===== config.mk =====
export PLATFORM = sky130hd
export DESIGN_NAME = dmem_lsu
export DESIGN_NICKNAME = d
export VERILOG_FILES = /design/src/rtl/lsu_pkg.sv /design/src/rtl/lsu_lane.sv /design/src/rtl/dmem_lsu.sv
export SDC_FILE = /design/constraint.sdc
export NUM_CORES = 1
export LEC_CHECK = 0
export ABC_AREA = 1
export BUFFER_PORTS_ARGS = -buffer_cell sky130_fd_sc_hd__buf_2
export CORE_ASPECT_RATIO = 0.7
export CORE_MARGIN = 2
export CORE_UTILIZATION = 47
export CTS_BUF_LIST = sky130_fd_sc_hd__clkbuf_8
export DETAILED_ROUTE_END_ITERATION = 8
export PLACE_DENSITY = 0.8
export SETUP_SLACK_MARGIN = 0.15
export SKIP_CTS_REPAIR_TIMING = 1
export SLEW_MARGIN = 20
export SYNTH_ARGS = -nofsm -noshare
export SYNTH_HDL_FRONTEND = slang
export SYNTH_SLANG_ARGS = --single-unit

===== constraint.sdc =====
create_clock -name clka -period 1.3 [get_ports clka]
set_input_delay 0.13 -clock clka [delete_from_list [all_inputs] [get_ports clka]]
set_output_delay 0.13 -clock clka [all_outputs]
set_load 0.1 [all_outputs]

===== src/rtl/lsu_pkg.sv =====
`default_nettype none
// +------------------------------------------------------------------+
// | lsu_pkg : shared encodings for the data-memory load/store unit    |
// | rev 1.0                                                            |
// +------------------------------------------------------------------+
package lsu_pkg;

  localparam logic [1:0] SZ_BYTE = 2'b00;
  localparam logic [1:0] SZ_HALF = 2'b01;
  localparam logic [1:0] SZ_WORD = 2'b10;

  localparam logic [3:0] BE_BYTE = 4'b0001;
  localparam logic [3:0] BE_HALF = 4'b0011;
  localparam logic [3:0] BE_WORD = 4'b1111;

  typedef enum logic [1:0] {
    ST_IDLE = 2'd0,
    ST_REQ  = 2'd1,
    ST_DONE = 2'd2
  } lsu_state_e;

endpackage
`default_nettype wire


===== src/rtl/lsu_lane.sv =====
`default_nettype none
// +------------------------------------------------------------------+
// | lsu_lane : byte-lane steering, store replication, load extend     |
// | rev 1.0                                                            |
// +------------------------------------------------------------------+
module lsu_lane
  import lsu_pkg::*;
(
  input  logic [1:0]  size,
  input  logic [1:0]  off,
  input  logic [31:0] wdata,
  output logic [3:0]  be,
  output logic [31:0] wdata_rep,
  output logic        aligned,
  input  logic [1:0]  ld_size,
  input  logic [1:0]  ld_off,
  input  logic        ld_sext,
  input  logic [31:0] rdata_raw,
  output logic [31:0] ld_data
);

  logic [31:0] shifted;

  always_comb begin
    be        = '0;
    wdata_rep = '0;
    aligned   = 1'b0;
    case (size)
      SZ_BYTE: begin
        be        = BE_BYTE << off;
        wdata_rep = {4{wdata[7:0]}};
        aligned   = 1'b1;
      end
      SZ_HALF: begin
        be        = BE_HALF << off;
        wdata_rep = {2{wdata[15:0]}};
        aligned   = ~off[0];
      end
      SZ_WORD: begin
        be        = BE_WORD;
        wdata_rep = wdata;
        aligned   = (off == 2'b00);
      end
      default: ;
    endcase
  end

  // Word loads are always aligned, so the shift is a no-op for them.
  always_comb begin
    shifted = rdata_raw >> {ld_off, 3'b000};
    case (ld_size)
      SZ_BYTE: ld_data = {{24{ld_sext & shifted[7]}}, shifted[7:0]};
      SZ_HALF: ld_data = {{16{ld_sext & shifted[15]}}, shifted[15:0]};
      default: ld_data = shifted;
    endcase
  end

endmodule
`default_nettype wire


===== src/rtl/dmem_lsu.sv =====
`default_nettype none
// +------------------------------------------------------------------+
// | dmem_lsu : load/store unit with valid/ready bus and CPU stall     |
// | rev 1.0                                                            |
// +------------------------------------------------------------------+
module dmem_lsu
  import lsu_pkg::*;
#(
  parameter int TIMEOUT = 255,
  parameter int ADDR_W  = 32
) (
  input  logic              clka,
  input  logic              rst,
  input  logic              mem_rd,
  input  logic              mem_wr,
  input  logic [1:0]        size,
  input  logic              sign_ext,
  input  logic [ADDR_W-1:0] addr,
  input  logic [31:0]       wdata,
  output logic [31:0]       rdata,
  output logic              stall,
  output logic              addr_err,
  output logic              bus_err,
  output logic              bus_valid,
  output logic              bus_we,
  output logic [ADDR_W-1:0] bus_addr,
  output logic [3:0]        bus_be,
  output logic [31:0]       bus_wdata,
  input  logic              bus_ready,
  input  logic [31:0]       bus_rdata
);

  localparam logic [15:0] CNT_LAST = 16'(TIMEOUT - 1);

  lsu_state_e        state_q, state_d;
  logic [15:0]       cnt_q, cnt_d;
  logic              bus_valid_q, bus_valid_d;
  logic              bus_we_q, bus_we_d;
  logic [ADDR_W-1:0] bus_addr_q, bus_addr_d;
  logic [3:0]        bus_be_q, bus_be_d;
  logic [31:0]       bus_wdata_q, bus_wdata_d;
  logic [31:0]       rdata_q, rdata_d;
  logic              addr_err_q, addr_err_d;
  logic              bus_err_q, bus_err_d;
  logic [1:0]        ld_size_q, ld_size_d;
  logic [1:0]        ld_off_q, ld_off_d;
  logic              ld_sext_q, ld_sext_d;

  logic [3:0]  be;
  logic [31:0] wdata_rep;
  logic        aligned;
  logic [31:0] ld_data;
  logic        req_any;
  logic        req_ok;

  lsu_lane u_lane (
    .size      (size),
    .off       (addr[1:0]),
    .wdata     (wdata),
    .be        (be),
    .wdata_rep (wdata_rep),
    .aligned   (aligned),
    .ld_size   (ld_size_q),
    .ld_off    (ld_off_q),
    .ld_sext   (ld_sext_q),
    .rdata_raw (bus_rdata),
    .ld_data   (ld_data)
  );

  assign req_any = mem_rd | mem_wr;
  assign req_ok  = (mem_rd ^ mem_wr) & aligned;

  always_comb begin
    state_d     = state_q;
    cnt_d       = cnt_q;
    bus_valid_d = bus_valid_q;
    bus_we_d    = bus_we_q;
    bus_addr_d  = bus_addr_q;
    bus_be_d    = bus_be_q;
    bus_wdata_d = bus_wdata_q;
    rdata_d     = rdata_q;
    addr_err_d  = 1'b0;
    bus_err_d   = 1'b0;
    ld_size_d   = ld_size_q;
    ld_off_d    = ld_off_q;
    ld_sext_d   = ld_sext_q;
    case (state_q)
      ST_IDLE: begin
        cnt_d = '0;
        if (req_ok) begin
          state_d     = ST_REQ;
          bus_valid_d = 1'b1;
          bus_we_d    = mem_wr;
          bus_addr_d  = {addr[ADDR_W-1:2], 2'b00};
          bus_be_d    = be;
          bus_wdata_d = wdata_rep;
          ld_size_d   = size;
          ld_off_d    = addr[1:0];
          ld_sext_d   = sign_ext;
        end else if (req_any) begin
          addr_err_d = 1'b1;
        end
      end
      ST_REQ: begin
        // A ready in the final allowed cycle still completes normally.
        if (bus_ready) begin
          state_d     = ST_DONE;
          bus_valid_d = 1'b0;
          if (!bus_we_q) rdata_d = ld_data;
        end else if (cnt_q == CNT_LAST) begin
          state_d     = ST_DONE;
          bus_valid_d = 1'b0;
          rdata_d     = '0;
          bus_err_d   = 1'b1;
        end else begin
          cnt_d = cnt_q + 16'd1;
        end
      end
      ST_DONE: begin
        state_d = ST_IDLE;
        cnt_d   = '0;
      end
      default: state_d = ST_IDLE;
    endcase
  end

  always_ff @(posedge clka) begin
    if (rst) begin
      state_q     <= ST_IDLE;
      cnt_q       <= '0;
      bus_valid_q <= 1'b0;
      bus_we_q    <= 1'b0;
      bus_addr_q  <= '0;
      bus_be_q    <= '0;
      bus_wdata_q <= '0;
      rdata_q     <= '0;
      addr_err_q  <= 1'b0;
      bus_err_q   <= 1'b0;
      ld_size_q   <= SZ_BYTE;
      ld_off_q    <= '0;
      ld_sext_q   <= 1'b0;
    end else begin
      state_q     <= state_d;
      cnt_q       <= cnt_d;
      bus_valid_q <= bus_valid_d;
      bus_we_q    <= bus_we_d;
      bus_addr_q  <= bus_addr_d;
      bus_be_q    <= bus_be_d;
      bus_wdata_q <= bus_wdata_d;
      rdata_q     <= rdata_d;
      addr_err_q  <= addr_err_d;
      bus_err_q   <= bus_err_d;
      ld_size_q   <= ld_size_d;
      ld_off_q    <= ld_off_d;
      ld_sext_q   <= ld_sext_d;
    end
  end

  assign stall     = ((state_q == ST_IDLE) & req_ok) | (state_q == ST_REQ);
  assign rdata     = rdata_q;
  assign addr_err  = addr_err_q;
  assign bus_err   = bus_err_q;
  assign bus_valid = bus_valid_q;
  assign bus_we    = bus_we_q;
  assign bus_addr  = bus_addr_q;
  assign bus_be    = bus_be_q;
  assign bus_wdata = bus_wdata_q;

endmodule
`default_nettype wire


==> results.ini <==
[detailed_routing]
wl_per_cell_um = 22.5
dr.pass1.iters = 6
num_vias = 8867
drc = 0
drt-initial-drc-count = 1100
via_per_inst = 6.18
routed_wl_mm = 32.3
ant_nets = 0

[sta]
hold_viol = 1
fin_crit_sh_pct = 130
timing.slew.headroom_pct = 65.6
min_period_ps = 1690
fin_skew_ps = 22.1
max_freq_mhz = 592
final_max_slew_viol_count = 0
worst_slew_pin_slew_ps = 516
holdWs_ps = -7.80
worst_slack_ps = -388
setup_violations = 121
rsz0062_at_grt = yes

[synth]
ys_ff_latch = 125
syn_area_um2 = 6160
postSynthAreaPerCell_um2 = 6.58
synth_warnings = 0
yosysUniqueCellTypes = 34
synth_top_area_share_pct = 40.6
post_synth_inst_count = 936
ys_seq_area_share_pct = 40.6
synthTopCellsByArea = dfxtp_1 (41%), nand2_1 (18%), a21oi_1 (8.9%), nor2_1 (5.7%), nand3_1 (5.4%)
synth_area_leader_cell = dfxtp_1

[worst_setup_path]
critPathKind = flop to flop
r2r-end = rdata[17]
r2r_start = cnt_q[10]
startpoint_type = flop
arrival_ps = 2070
required_ps = 1680
critPathCaptureType = flop
cp-startpoint = cnt_q[10]
ff2ff_path_depth = 10
crit_path_max_fanout = 26
r2r_setup_slack_ps = -390

[min_path]
min_from = wdata[30]
min_to = bus_wdata[30]
hp-class = input pin to flop
min_path_cells = 3

[global_routing]
grt_pass1_wl_mm = 30.0
antenna_found_initial = 1
grt_max_degree = 55
grt-ovfl-total = 0
grt_pass1_vias = 6162
grt.total_usage_pct = 26.4

[outcome]
run_status = finished with violations
violations = hold timing, setup timing

[floorplan]
initial_core_util_pct = 48.9
fp-row-count = 34
coreArea_um2 = 12600
die-area_um2 = 14100
die_w_um = 141
die_y_um = 99.8
io_pins = 209

[clock_network]
clkLatencyLatePin_ps = 480
cts_buffers = 17
clk_pin_slew_ps = 100
cts_sinks = 125
htree_levels = 4
cts_tree = yes
clock_path_buffers = 2
root_buffer = clkbuf_8

[power]
power.leakage_nw = 4.97
irDropWorstVdd_v = 0.000827
p_per_area_nw_per_um2 = 1140

[final_layout]
finalInstanceArea_um2 = 11300
final_core_util_pct = 89.9
nets = 1366
final_layout_size_suffix_gt1_share_pct = 44.0
multiInputGateArea_um2 = 3510
area_delta_synth_final_pct = 83.8
nFillCells = 437
regArea_um2 = 2670

[place]
portBuffers = 206
gp_congestion = 0.917
place_hpwl_mm = 13.4
postPlaceCellArea_um2 = 8000

[flow_run]
maxCapViolCount = 0

-- critical path, cell delays in order (launching register included) --
cell	delay, ps
dfxtp_1	340
nor2_2	160
nand2_1	80
nor2_2	150
nand2_2	130
nand2_4	100
nand3_4	120
buf_12	200
nand2_1	100
nand2_1	70
nor2_1	130
-- stage by stage --
step / instances / setup TNS [ps] / setup slack, ps / power, mW
after floorplan: 937 / -2720 / -88.3 / 6.95
after global routing: 1434 / -24750 / -470 / 13.1
after global placement: 1318 / -7480 / -143 / 7.68
after detailed placement: 1318 / -10890 / -178 / 7.70
after CTS: 1350 / -12820 / -391 / 11.2
final: 1435 / -19810 / -388 / 12.9
-- registers in the layout, summed over array words and instances, names as in the netlist --
register / cells
rdata: 32
cnt_q: 16
ld_size_q: 2
bus_valid: 1
bus_addr: 30
state_q: 2
ld_off_q: 2
bus_be: 4
addr_err: 1
bus_err: 1
bus_wdata: 32
bus_we: 1
ld_sext_q: 1
-- cells by family (layout without fill, tap and decap cells) --
family / count (synthesis) / in the layout / share of synthesized area (%)
AND/OR/NAND/NOR: 487 / 487 / 32.9
AO/OA/AOI/OAI: 186 / 186 / 15.7
buffers and inverters: 130 / 465 / 9.52
flip-flops: 125 / 125 / 40.6
XOR/XNOR: 4 / 4 / 0.569
adder cells (fa/ha/maj): 3 / 3 / 0.609
other: 1 / 3 / 0.0609
-- metal layers --
metal | vias up | track usage, % | wire, µm | share of wire, %
met2 | 857 | 41.7 | 14800 | 46
met3 | 267 | 6.30 | 3970 | 12
met5 | - | 0 | 0 | 0
met1 | 4069 | 35.7 | 11000 | 34
li1 | 3674 | - | - | -
met4 | 0 | 9.15 | 2480 | 7.7
-- where the power goes --
group / internal (mW) / switching (mW)
Clock: 1.64 / 2.03
Combinational: 1.76 / 3.05
Sequential: 4.09 / 0.283
Total: 7.50 / 5.36
-- Yosys cell counts, drive strengths merged --
| cell | number |
|---|---|
| a21oi | 110 |
| buf | 41 |
| a211oi | 1 |
| nor2 | 98 |
| ha | 3 |
| a31oi | 22 |
| o221ai | 1 |
| nor3 | 3 |
| clkbuf | 21 |
| nand2 | 301 |
| xnor2 | 1 |
| conb | 1 |
| nand3 | 70 |
| o21ai | 51 |
| dfxtp | 125 |
| nand4 | 10 |
| xor2 | 3 |
| inv | 68 |
| nor4 | 1 |
| or2 | 3 |
| and2 | 1 |
| o21bai | 1 |
-- worst max path at each step --
| stage | cells past startpoint | slack [ps] | endpoint |
|---|---|---|---|
| CTS | 6 | -390 | stall |
| floorplan | 10 | -90 | rdata[7] |
| finish | 10 | -390 | rdata[17] |
| global placement | 8 | -140 | rdata[8] |
| global route | 8 | -470 | bus_wdata[14] |
| detailed placement | 8 | -180 | cnt_q[8] |
-- layout by cell type, fill, tap and decap left out, types with 4 or more instances in the layout --
master         netlist  routed
nand2_1            298     284
buf_12               0     114
buf_2               24     103
dfxtp_2              0     100
nor2_1              93      82
a21oi_1            110      81
buf_4               12      74
inv_1               64      56
dlygate4sd3_1        0      56
nand3_1             66      48
o21ai_0             46      30
a21oi_2              0      29
a31oi_1             22      22
o21ai_1              5      18
clkbuf_8             0      18
dfxtp_1            125      15
nand2_2              2      12
nand3_4              3      11
nor2_2               4      11
nand3_2              1      11
nand4_1             10      10
dfxtp_4              0      10
inv_2                4       9
clkbuf_16            0       9
inv_6                0       7
nor2_4               1       5
buf_6                3       5
nand2_4              1       4
-- cell type report --
cell class              instances  share of cell area (%)
clock inverters                14                    1.30
inverters                      68                    2.50
clock buffers                  18                    2.19
flip-flops and latches        125                    23.5
well taps                     162                    1.79
repair buffers                365                    37.7
multi-input cells             682                    31.0
diodes                          1                  0.0221
Note: power is estimated with default switching activity, not from simulation.
